--- src/rtl/alu_op_sequencer_pkg.sv ---
// rtl/alu_op_sequencer_pkg.sv - shared opcode, request-kind and state definitions for alu_op_sequencer
package alu_op_sequencer_pkg;

    typedef enum logic [4:0] {
        ALU_LSH = 5'b00000,
        ALU_RSH = 5'b00001,
        ALU_AND = 5'b00010,
        ALU_OR  = 5'b00011,
        ALU_GEQ = 5'b01000,
        ALU_EQ  = 5'b01001,
        ALU_NEG = 5'b01010,
        ALU_ADD = 5'b01011,
        ALU_NEQ = 5'b01101
    } alu_op_e;

    localparam logic KIND_PASS = 1'b0;
    localparam logic KIND_MUL  = 1'b1;

    typedef enum logic [2:0] {
        ST_IDLE    = 3'd0,
        ST_EXEC    = 3'd1,
        ST_MUL_ADD = 3'd2,
        ST_MUL_LSH = 3'd3,
        ST_MUL_RSH = 3'd4,
        ST_DONE    = 3'd5
    } seq_state_e;

endpackage

--- src/rtl/alu_op_sequencer.sv ---
// rtl/alu_op_sequencer.sv - drives the combinational ALU for single ops and shift-add multiplies
module alu_op_sequencer
    import alu_op_sequencer_pkg::*;
#(
    parameter int MUL_ITERS = 8,
    parameter int DW        = 8
) (
    input  logic          Clk,
    input  logic          Reset,
    input  logic          req_valid,
    output logic          req_ready,
    input  logic          req_kind,
    input  logic [4:0]    req_op,
    input  logic [DW-1:0] req_a,
    input  logic [DW-1:0] req_b,
    input  logic          req_sc,
    output logic          rsp_valid,
    input  logic          rsp_ready,
    output logic [DW-1:0] rsp_data,
    output logic          rsp_zero,
    output logic [DW-1:0] alu_a,
    output logic [DW-1:0] alu_b,
    output logic [4:0]    alu_op,
    output logic          alu_sc,
    input  logic [DW-1:0] alu_out,
    input  logic          alu_zero
);

    localparam int CW = $clog2(MUL_ITERS + 1);

    seq_state_e    state, state_nxt;
    logic [DW-1:0] acc, acc_nxt;
    logic [DW-1:0] a_sh, a_sh_nxt;
    logic [DW-1:0] b_sh, b_sh_nxt;
    logic [CW-1:0] cnt, cnt_nxt;
    logic [DW-1:0] rsp_data_nxt;
    logic          rsp_zero_nxt;
    logic [DW-1:0] alu_a_nxt, alu_b_nxt;
    logic [4:0]    alu_op_nxt;
    logic          alu_sc_nxt;

    assign req_ready = (state == ST_IDLE);
    assign rsp_valid = (state == ST_DONE);

    always_ff @(posedge Clk or posedge Reset) begin
        if (Reset) begin
            state    <= ST_IDLE;
            acc      <= '0;
            a_sh     <= '0;
            b_sh     <= '0;
            cnt      <= '0;
            rsp_data <= '0;
            rsp_zero <= 1'b0;
            alu_a    <= '0;
            alu_b    <= '0;
            alu_op   <= ALU_ADD;
            alu_sc   <= 1'b0;
        end else begin
            state    <= state_nxt;
            acc      <= acc_nxt;
            a_sh     <= a_sh_nxt;
            b_sh     <= b_sh_nxt;
            cnt      <= cnt_nxt;
            rsp_data <= rsp_data_nxt;
            rsp_zero <= rsp_zero_nxt;
            alu_a    <= alu_a_nxt;
            alu_b    <= alu_b_nxt;
            alu_op   <= alu_op_nxt;
            alu_sc   <= alu_sc_nxt;
        end
    end

    // ALU pins are registered: each transition loads the operands the next state presents,
    // so IDLE and DONE simply keep whatever was last driven.
    always_comb begin
        state_nxt    = state;
        acc_nxt      = acc;
        a_sh_nxt     = a_sh;
        b_sh_nxt     = b_sh;
        cnt_nxt      = cnt;
        rsp_data_nxt = rsp_data;
        rsp_zero_nxt = rsp_zero;
        alu_a_nxt    = alu_a;
        alu_b_nxt    = alu_b;
        alu_op_nxt   = alu_op;
        alu_sc_nxt   = alu_sc;
        case (state)
            ST_IDLE: begin
                if (req_valid) begin
                    if (req_kind == KIND_MUL) begin
                        state_nxt  = ST_MUL_ADD;
                        acc_nxt    = '0;
                        a_sh_nxt   = req_a;
                        b_sh_nxt   = req_b;
                        cnt_nxt    = '0;
                        alu_a_nxt  = '0;
                        alu_b_nxt  = req_a;
                        alu_op_nxt = ALU_ADD;
                        alu_sc_nxt = 1'b0;
                    end else begin
                        state_nxt  = ST_EXEC;
                        alu_a_nxt  = req_a;
                        alu_b_nxt  = req_b;
                        alu_op_nxt = req_op;
                        alu_sc_nxt = req_sc;
                    end
                end
            end
            ST_EXEC: begin
                rsp_data_nxt = alu_out;
                rsp_zero_nxt = alu_zero;
                state_nxt    = ST_DONE;
            end
            ST_MUL_ADD: begin
                if (b_sh[0]) acc_nxt = alu_out;
                state_nxt  = ST_MUL_LSH;
                alu_a_nxt  = a_sh;
                alu_b_nxt  = '0;
                alu_op_nxt = ALU_LSH;
                alu_sc_nxt = 1'b0;
            end
            ST_MUL_LSH: begin
                a_sh_nxt   = alu_out;
                state_nxt  = ST_MUL_RSH;
                alu_a_nxt  = b_sh;
                alu_b_nxt  = '0;
                alu_op_nxt = ALU_RSH;
                alu_sc_nxt = 1'b0;
            end
            ST_MUL_RSH: begin
                b_sh_nxt = alu_out;
                if (cnt == CW'(MUL_ITERS - 1)) begin
                    state_nxt    = ST_DONE;
                    rsp_data_nxt = acc;
                    rsp_zero_nxt = (acc == '0);
                end else begin
                    cnt_nxt    = cnt + CW'(1);
                    state_nxt  = ST_MUL_ADD;
                    alu_a_nxt  = acc;
                    alu_b_nxt  = a_sh;
                    alu_op_nxt = ALU_ADD;
                    alu_sc_nxt = 1'b0;
                end
            end
            ST_DONE: begin
                if (rsp_ready) state_nxt = ST_IDLE;
            end
            default: state_nxt = ST_IDLE;
        endcase
    end

endmodule

--- config.mk ---
export PLATFORM = sky130hd
export DESIGN_NAME = alu_op_sequencer
export DESIGN_NICKNAME = d
export VERILOG_FILES = /design/src/rtl/alu_op_sequencer_pkg.sv /design/src/rtl/alu_op_sequencer.sv
export SDC_FILE = /design/constraint.sdc
export NUM_CORES = 1
export LEC_CHECK = 0
export ABC_AREA = 1
export BUFFER_PORTS_ARGS = -buffer_cell sky130_fd_sc_hd__buf_2
export CAP_MARGIN = 15
export CELL_PAD_IN_SITES_DETAIL_PLACEMENT = 1
export CELL_PAD_IN_SITES_GLOBAL_PLACEMENT = 1
export CORE_ASPECT_RATIO = 1.25
export CORE_MARGIN = 2
export CORE_UTILIZATION = 40
export DETAILED_ROUTE_END_ITERATION = 10
export GPL_ROUTABILITY_DRIVEN = 0
export PLACE_DENSITY = 0.78
export SLEW_MARGIN = 20
export SYNTH_ARGS = -nofsm -noshare
export SYNTH_HDL_FRONTEND = slang
export SYNTH_SLANG_ARGS = --single-unit
--- constraint.sdc ---
create_clock -name Clk -period 2.8 [get_ports Clk]
set_clock_uncertainty 0.1 [all_clocks]
set_input_delay 0.56 -clock Clk [delete_from_list [all_inputs] [get_ports Clk]]
set_output_delay 0.56 -clock Clk [all_outputs]
set_load 0.02 [all_outputs]
==> impl_metrics.py <==
metrics = {
    "critical_path": {
        "arrival_ps": 1630,
        "crit_family": "buffers and inverters",
        "path_max_fanout": 16,
        "path_cells": "buf_4 -> inv_1 -> nand2_1 -> nor2_1 -> buf_2",
        "required_ps": 2140,
        "start_kind": "register",
        "cp_slowest_cell": "dfrtp_1",
        "max_stage_delay_ps": 450,
        "end_kind": "primary output",
        "critPathKind": "register to primary output",
        "crit_buf_inv": 3,
    },
    "status": {
        "status": "complete, no violations",
    },
    "cells_and_area": {
        "regArea_um2": 1560,
        "fin_nets": 594,
        "areaGrowthSynthToFinish_pct": 16.2,
        "fillers": 1183,
        "layout-drive-gt1-share": 0.212,
        "antenna_cells": 0,
        "multi_input_area_um2": 1740,
        "final_area_um2": 4140,
    },
    "routing": {
        "num_vias": 3464,
        "wl_per_cell_um": 15.7,
        "dr.pass1.iters": 4,
        "postRouteAntennaNets": 0,
        "dr.first_iter.drc_count": 134,
        "drc": 0,
        "post_drt_via_cell_ratio": 5.08,
        "drt-total-wl_um": 10700,
    },
    "yosys": {
        "syn_nets": 532,
        "yosysTopAreaCell": "dfrtp_1",
        "async_flop_share": 1.00,
        "synth_top_family_by_area": "simple AND/OR/NAND/NOR gates",
        "avgSynthCellArea_um2": 7.20,
        "yosysMostFrequentCell": "nand2_1",
        "synthSimpleGateAreaFrac": 0.397,
        "synth_compound_area_frac": 0.0836,
        "synth_xor_xnor_area_share": 0.00246,
        "yosysSeqAreaShare": 0.436,
        "syn-cell-area_um2": 3560,
        "synth_fa_ha_area_frac": 0.00351,
        "netlist_top_cells_area": "dfrtp_1, nand2_1, nand3_1",
        "synth_edf_count": 0,
        "synth_top_area_share": 0.414,
        "synthCells": 495,
        "synth_warnings": 0,
        "synth_common_cells": "nand2_1, dfrtp_1, nor2_1",
        "synth_cell_types": 30,
        "synth_mux_area_frac": 0,
        "ys_seq_elements": 62,
        "ys.flop_type": "dfrtp_1",
    },
    "timing": {
        "tns_ps": 0,
        "final-setup-viol-count": 0,
        "final-max-slew-violation-count": 0,
        "worstMarginPinSlew_ps": 584,
        "grt_setup_unrepaired": "no",
        "setup_slack_ps": 514,
        "layout_min_cycle_time_ps": 2290,
        "finalHoldViolCount": 0,
        "fin_crit_sh": 0.816,
        "max_freq_ghz": 0.438,
        "hold_ws_ps": 107,
        "slew_headroom": 0.611,
    },
    "floorplan": {
        "io_pins": 69,
        "die_y_um": 110,
        "core_um2": 8650,
        "start_util": 0.412,
        "die-area_um2": 9680,
        "row_count": 38,
        "fp.dieW_um": 88.4,
    },
    "placed_design": {
        "pre_cts_ws_ps": 611,
        "place_area_um2": 3960,
        "hpwl_um": 8110,
        "io_buffer_count": 68,
    },
    "hold_path": {
        "hold_class": "input pin to asynchronous set/reset pin",
    },
    "global_route": {
        "grt_pass1_wl_um": 17600,
        "antenna_found_initial": 0,
        "grt_pass1_vias": 3506,
        "grt_usage": 0.240,
        "grt.overflow.total": 0,
        "grt_max_degree": 33,
    },
    "clocking": {
        "cts_max_level": 3,
        "clock_latency_ps": 360,
        "hold_buffers": 0,
        "cts_setup_buffers": 0,
        "path_clk_slew_ps": 70,
        "clkSinkCount": 62,
        "cts_resized": 0,
        "clockRootBuffer": "clkbuf_8",
        "cts_buffer_depth": 2,
        "cts_tree": "yes",
        "cts-buffers-inserted": 9,
    },
    "pwr": {
        "leakage_nw": 2.30,
        "power_mw": 4.78,
        "power_density_nw_per_um2": 1160,
        "vdd_ir_drop_max_uv": 489,
    },
    "job": {
        "cap_violations": 0,
    },
}
==> final cells by class <==
type | count | area share
inverter | 28 | 0.0260
clock buffer | 12 | 0.0399
sequential | 62 | 0.376
tap | 120 | 0.0363
clock inverter | 4 | 0.00483
multi-input combinational | 379 | 0.419
timing repair buffer | 77 | 0.0985
==> cell families after synthesis <==
kind of cell    after synthesis
buf+inv                      54
flops                        62
compound gates               52
simple gates                325
xor+xnor                      1
fa+ha+maj                     1
==> power breakdown <==
group | leakage [nW] | total (mW) | internal [mW] | switching [mW]
combinational | 1.42 | 2.39 | 0.753 | 1.64
clock | 0.102 | 0.757 | 0.387 | 0.370
sequential | 0.779 | 1.64 | 1.32 | 0.319
==> final timing paths <==
check | startpoint | to | slack, ps | cells after the start
worst max-delay path | state[1]$_DFFE_PP0P_ | rsp_valid | 510 | 5
worst min-delay path | Reset | alu_a[7]$_DFFE_PP0P_ | 110 | 2
worst max register to register | state[2]$_DFFE_PP0P_ | alu_a[4]$_DFFE_PP0P_ | 620 | 8
min in group Clk | alu_out[2] | acc[2]$_DFFE_PP0P_ | 370 | 3
max in group asynchronous | Reset | alu_op[3]$_DFFE_PP1P_ | 1760 | 3
worst min register to register | alu_op[1]$_DFFE_PP1P_ | alu_op[1]$_DFFE_PP1P_ | 380 | 2
==> placed cells by master, fill, tap and decap left out <==
cell	n
nor2_8	1
inv_1	23
buf_2	68
nand3b_4	1
a21oi_1	8
inv_2	4
nor2_4	2
o21ai_1	7
nand2_2	6
nor2_1	47
o21ai_0	26
o21a_1	9
clkbuf_8	12
nor2_2	1
buf_4	9
nand3_4	1
dfrtp_1	59
ha_1	1
o21ai_4	1
clkinv_2	4
nand4_1	18
xor2_1	1
nand3_1	39
dfstp_2	3
nand3b_1	1
o21ai_2	1
nand2_4	2
nand2_1	204
inv_4	1
or2_2	2
==> worst reg2reg max path: cells and delay by family, from the launching register on <==
kind / cells / cell delay, ps
and+or+nand+nor: 6 / 1020
buffers and inverters: 2 / 440
DFF: 1 / 500
==> sequential cells by signal (all words and copies together) (netlist names) <==
name	flops
cnt	4
alu_op	5
acc	8
alu_b	8
alu_sc	1
rsp_zero	1
rsp_data	8
a_sh	8
state	3
b_sh	8
alu_a	8
==> stage by stage <==
step | std cells | utilization
after floorplan | 495 | -
after global placement | 666 | 0.457
after detailed placement | 666 | 0.457
after CTS | 682 | 0.479
after global routing | 682 | 0.479
final | 682 | 0.479
==> per-layer routing <==
metal | wire (um) | track usage | share of wire | vias to the layer above
li1 | - | - | - | 1705
met1 | 4840 | 0.308 | 0.45 | 1663
met2 | 5280 | 0.402 | 0.49 | 78
met3 | 349 | 0.0443 | 0.033 | 18
met4 | 229 | 0.0844 | 0.021 | 0
met5 | 0 | 0 | 0 | -
No activity file was read; power rests on OpenSTA's default activity.
